`config.mk`:
```
export PLATFORM = sky130hd
export DESIGN_NAME = bitpacket_serializer
export DESIGN_NICKNAME = d
export VERILOG_FILES = /design/src/rtl/bitser_pkg.sv /design/src/rtl/bit_shift_reg.sv /design/src/rtl/bitpacket_serializer.sv
export SDC_FILE = /design/constraint.sdc
export NUM_CORES = 1
export LEC_CHECK = 0
export ABC_AREA = 1
export CORE_ASPECT_RATIO = 1.25
export CORE_UTILIZATION = 55
export CTS_BUF_LIST = sky130_fd_sc_hd__clkbuf_16
export CTS_CLUSTER_SIZE = 8
export DETAILED_ROUTE_END_ITERATION = 12
export GPL_ROUTABILITY_DRIVEN = 0
export PLACE_DENSITY = 0.84
export SLEW_MARGIN = 10
export SYNTH_ARGS = -nofsm -noshare
export SYNTH_HDL_FRONTEND = slang
export SYNTH_SLANG_ARGS = --single-unit
```
`constraint.sdc`:
```
create_clock -name clk -period 2.9 [get_ports clk]
set_clock_uncertainty 0.15 [all_clocks]
set_input_delay 0.87 -clock clk [delete_from_list [all_inputs] [get_ports clk]]
set_output_delay 0.87 -clock clk [all_outputs]
set_load 0.01 [all_outputs]
```
`src/rtl/bitser_pkg.sv`:
```
// Shared types and constants for the bit-packet serializer.
// The package itself has no build options.
package bitser_pkg;

  localparam int DEFAULT_WIDTH = 8;

  typedef enum logic [1:0] {
    IDLE   = 2'd0,
    SHIFT  = 2'd1,
    PARITY = 2'd2
  } state_t;

  function automatic int CNT_W(input int width);
    return $clog2(width + 1);
  endfunction

endpackage

```
`src/rtl/bit_shift_reg.sv`:
```
// Loadable shift register that presents one bit per shift, MSB or LSB end first.
// The shift register itself has no build options.
module bit_shift_reg #(
  parameter int WIDTH     = 8,
  parameter bit MSB_FIRST = 1'b1
) (
  input  logic             clk,
  input  logic             reset_n,
  input  logic             i_load,
  input  logic             i_shift,
  input  logic [WIDTH-1:0] i_data,
  output logic             o_bit
);

  logic [WIDTH-1:0] r_q;

  // A load always wins, so a refill on the last-bit beat replaces the shift.
  always_ff @(posedge clk) begin
    if (!reset_n) begin
      r_q <= '0;
    end else if (i_load) begin
      r_q <= i_data;
    end else if (i_shift) begin
      if (MSB_FIRST) r_q <= {r_q[WIDTH-2:0], 1'b0};
      else           r_q <= {1'b0, r_q[WIDTH-1:1]};
    end
  end

  assign o_bit = MSB_FIRST ? r_q[WIDTH-1] : r_q[0];

endmodule

```
`src/rtl/bitpacket_serializer.sv`:
```
// Word-to-bit serializer with packet framing and a sticky framing error flag.
// Define BITSER_PARITY_EN to append an even-parity bit carrying o_eop to each packet.
module bitpacket_serializer
  import bitser_pkg::*;
#(
  parameter int WIDTH     = DEFAULT_WIDTH,
  parameter bit MSB_FIRST = 1'b1
) (
  input  logic                       clk,
  input  logic                       reset_n,
  input  logic [WIDTH-1:0]           i_data,
  input  logic [$clog2(WIDTH+1)-1:0] i_nbits,
  input  logic                       i_valid,
  input  logic                       i_sop,
  input  logic                       i_eop,
  output logic                       i_ready,
  output logic                       outp,
  output logic                       o_valid,
  output logic                       o_sop,
  output logic                       o_eop,
  input  logic                       o_ready,
  output logic                       o_err
);

  localparam int CW = CNT_W(WIDTH);

  state_t           r_state;
  state_t           w_next;
  logic [CW-1:0]    r_cnt;
  logic             r_sop;
  logic             r_eop;
  logic             r_in_pkt;
  logic             r_err;
  logic             w_ready;
  logic             w_beat;
  logic             w_shift;
  logic             w_last;
  logic             w_acc;
  logic             w_load;
  logic             w_bit;
  logic [CW-1:0]    w_nload;
  logic [WIDTH-1:0] w_ldata;

  assign w_beat  = o_valid & o_ready;
  assign w_shift = w_beat & (r_state == SHIFT);
  assign w_last  = (r_state == SHIFT) && (r_cnt == CW'(1));
  assign i_ready = reset_n & w_ready;
  assign w_acc   = i_valid & i_ready;
  // A word is only loaded when it starts a packet or continues an open one.
  assign w_load  = w_acc & (i_sop | r_in_pkt);
  assign w_nload = (i_eop && (i_nbits != '0)) ? i_nbits : CW'(WIDTH);
  assign w_ldata = MSB_FIRST ? (i_data << (CW'(WIDTH) - w_nload)) : i_data;

  bit_shift_reg #(
    .WIDTH     (WIDTH),
    .MSB_FIRST (MSB_FIRST)
  ) u_shift (
    .clk     (clk),
    .reset_n (reset_n),
    .i_load  (w_load),
    .i_shift (w_shift),
    .i_data  (w_ldata),
    .o_bit   (w_bit)
  );

  always_comb begin
    w_ready = 1'b0;
    case (r_state)
      IDLE:  w_ready = 1'b1;
`ifdef BITSER_PARITY_EN
      SHIFT: w_ready = w_beat & w_last & ~r_eop;
`else
      SHIFT: w_ready = w_beat & w_last;
`endif
      default: w_ready = 1'b0;
    endcase
  end

  always_comb begin
    w_next = r_state;
    case (r_state)
      IDLE: if (w_load) w_next = SHIFT;
      SHIFT: begin
        if (w_beat && w_last) begin
`ifdef BITSER_PARITY_EN
          if (r_eop)       w_next = PARITY;
          else if (w_load) w_next = SHIFT;
          else             w_next = IDLE;
`else
          w_next = w_load ? SHIFT : IDLE;
`endif
        end
      end
`ifdef BITSER_PARITY_EN
      PARITY: if (w_beat) w_next = IDLE;
`endif
      default: w_next = IDLE;
    endcase
  end

  always_ff @(posedge clk) begin
    if (!reset_n) begin
      r_state  <= IDLE;
      r_cnt    <= '0;
      r_sop    <= 1'b0;
      r_eop    <= 1'b0;
      r_in_pkt <= 1'b0;
      r_err    <= 1'b0;
    end else begin
      r_state <= w_next;
      if (w_load) begin
        r_cnt    <= w_nload;
        r_sop    <= i_sop;
        r_eop    <= i_eop;
        r_in_pkt <= ~i_eop;
      end else if (w_shift) begin
        r_cnt <= r_cnt - CW'(1);
        r_sop <= 1'b0;
      end
      if (w_acc && ((i_sop && r_in_pkt) || (!i_sop && !r_in_pkt) ||
                    (!i_eop && (i_nbits != '0)))) begin
        r_err <= 1'b1;
      end
    end
  end

`ifdef BITSER_PARITY_EN
  logic r_par;

  // Running XOR of the packet's data bits; a new packet restarts it.
  always_ff @(posedge clk) begin
    if (!reset_n) begin
      r_par <= 1'b0;
    end else if (w_load && i_sop) begin
      r_par <= 1'b0;
    end else if (w_shift) begin
      r_par <= r_par ^ w_bit;
    end
  end

  assign o_valid = (r_state == SHIFT) || (r_state == PARITY);
  assign outp    = (r_state == PARITY) ? r_par : (o_valid & w_bit);
  assign o_eop   = (r_state == PARITY);
`else
  assign o_valid = (r_state == SHIFT);
  assign outp    = o_valid & w_bit;
  assign o_eop   = w_last & r_eop;
`endif

  assign o_sop = (r_state == SHIFT) & r_sop;
  assign o_err = r_err;

endmodule

```
==> results.md <==
* GRT Total Usage at roughly a quarter
* Final ANT Viol Nets at 0
* Final core occ at between 70% and 80%
* Top cells by count, synth: nand2_1 (60), nand3_1 (28), inv_1 (24)
* Synth warn at 0
* VDD IR-drop max at roughly 0.00027 V
* Die height at 55.8 um
* # diodes at 0
* Cell Area, Synth at between 1000 and 1500 um^2
* Sw Pwr at 0.000207 W
* Max Cap Viol at 0
* Gr ovfl total at 0
* CP Cell Sequence: clkdlybuf4s50_1 > inv_1 > nor2_2 > buf_2
* Arrival time at the worst endpoint at approximately 1.7 ns
* Final period util at approximately 93%
* Ranking of synthesized cells by area: dfxtp_1 (27%), nand2_1 (18%), nand3_1 (11%)
* RSZ-0062 raised after global routing: false
* Comb power frac at between 20 and 30%
* Clock Latency Late Sink at roughly 0.25 ns
* Initial DRC count at 22
* Root buf cell: clkbuf_16
* Die width at about 45 um
* Final instance area at roughly 1600 um^2
* EDFF count, synth at 0
* Vias in the first global route at roughly 1300
* DR DRC count at 0
* Crit path max-delay cell type: clkdlybuf4s50_1
* Vias at 1340
* Initial antenna violation count at 0
* Clk pwr share at 38.3%
* Outcome: complete, no violations
* Required time of the critical path at approximately 1.9 ns
* Maximum number of pins on one net before global-route repair at 25
* # setup viols final at 0
* Port bufs at 23
* Crit path largest cell delay at 0.48 ns
* Filler cells at 183
* Type of the most critical hold path: flip-flop to flip-flop
* Fin. Hold Viols at 0
* Seq/Total Area, Yosys at a little over a quarter
* CTS sink cnt at 17
* F_max at about 0.37 GHz
* Critical path peak fanout at 2
* Yosys top cell area share at between 20% and 30%
* Core Area at approximately 2200 um^2
* Syn Area/Cell at 6.37 um^2
* Syn Nets at roughly 220
* Top delay family on crit path: buffers and inverters
* First-pass GRT wire length at about 5100 um
* Reg area at about 340 um^2
* Vias/cell at 5.19
* Lkg Pwr at between 0.7 and 0.8 nW
* Post-synth ARST share at 0%
* Cell internal pwr at between 0.0005 and 0.0006 W
* Synth area leader: dfxtp_1
* Multi-input gate area at around 800 um^2
* Max_slew headroom at between 60% and 70%
* Sequential power share at a little over a third
* Overall power at ~0.00072 W
* Most used DFF post-synth: dfxtp_1
* Clk slew on worst S/H paths at roughly 0.050 ns
* Starting density of the core at between 50% and 60%
* #FFs+latches synth at 17
* Ratio of cells with drive above 1 in the final layout at ~14%
* Sw frac at ~29%
* Post-Route WL at approximately 2900 um
* # H-tree levels at 1
* Die area at about 2500 um^2
* Layout area overhead at 28.5%
* Total CTS buffers at 3
* Final #Nets at 250
* PD cells at 441 nW/um^2
* Placed standard-cell area at around 1600 um^2
* Netlist cell types at 28
* Cell Rows at 19
* I/O Pins at 24
* DP HPWL at around 2200 um
* Worst Tran Pin Value at 0.568 ns
* CTS tree: done
* Synth Instances at 200
* Buf+Inv Stages, Crit Path at 3
* Slew Viols, Final at 0
* WS Path Type: primary input to primary output
* Clock buffer depth at 2
* Final Critical Period at 2.71 ns
* Startpoint class of the critical path: primary input
* First-pass iteration count of the detailed router at 4
* Setup crit end kind: primary output
* Wire per inst at ~11 um
* Top-count cell post-synth: nand2_1
what timing repair did:
| action | CTS | global route |
|---|---|---|
| hold buffers | 0 | 0 |
| gates resized for setup | 5 | 2 |
| endpoints found under the hold margin | 0 | 0 |
| setup buffers | 0 | 0 |
| endpoints found under the setup margin | 1 | 1 |
| pin swaps | 0 | 1 |
registers in the layout, indices dropped and copies added, names as in the netlist:
register / flops
r_state: 1
r_eop: 1
o_err: 1
r_cnt: 4
r_sop: 1
u_shift.r_q: 8
r_in_pkt: 1
final timing paths:
check,cells after the start,slack (ns),startpoint,endpoint
setup / recovery,4,0.19,reset_n,i_ready
hold / removal,2,0.30,o_err,o_err
setup reg to reg,9,1.00,r_cnt[0],r_eop
hold reg to reg,2,0.30,o_err,o_err
worst min-delay path, stage by stage, from the launching register on:
cell	delay, ns
dfxtp_1	0.30
inv_1	0.05
a21oi_1	0.05
per-layer routing:
metal  up-vias  global-route usage (%)  routed length, um
li1        700                       -                  -
met1       605                    28.9               1220
met2        27                    45.5               1540
met3         8                    3.90                 43
met4         0                    13.4                 59
met5         -                       0                  0
area by class of cell:
class / instances / area share [%]
tap: 31 / 2.37
multi-input combinational: 150 / 49.0
sequential: 17 / 20.8
timing repair buffer: 29 / 16.7
inverter: 27 / 6.34
clock buffer: 3 / 4.58
clock inverter: 1 / 0.306
logic make-up (layout without fill, tap and decap cells):
| group | Yosys count | count (layout) | synth area share, % |
|---|---|---|---|
| xor gates and xnor gates | 2 | 2 | 1.37 |
| DFF | 17 | 17 | 26.7 |
| and+or+nand+nor | 118 | 118 | 44.0 |
| adders and majority gates | 4 | 4 | 3.93 |
| AOI/OAI and AO/OA | 26 | 26 | 13.1 |
| buffers and inverters | 33 | 60 | 11.0 |
cell usage in the layout (no fill, tap or decap), drive strengths merged:
cell	instances
nand3	29
clkbuf	3
clkinv	1
nand4	2
dlymetal6s2s	1
nand3b	8
xor2	2
nand2	64
inv	27
nor2	14
o211ai	1
o21ai	11
ha	4
dfxtp	17
a21oi	13
clkdlybuf4s50	21
buf	7
nor3	1
a211oi	1
power by group through the flow:
stage / Sequential (W) / Combinational (W) / Clock (W)
floorplan: 0.000263 / 0.000123 / 0
global placement: 0.000264 / 0.000176 / 0
detailed placement: 0.000265 / 0.000182 / 0
CTS: 0.000261 / 0.000184 / 0.000277
global route: 0.000263 / 0.000207 / 0.000292
finish: 0.000261 / 0.000185 / 0.000277
through the flow:
stage	setup slack, ns	hold WS (ns)	setup TNS (ns)	instances
floorplan	0.615	0.277	0	200
global placement	-0.354	0.285	-0.354	254
detailed placement	-0.407	0.296	-0.407	254
CTS	0.0307	0.303	0	258
global route	0.125	0.332	0	258
finish	0.192	0.299	0	258
No activity file was read; power rests on OpenSTA's default activity.
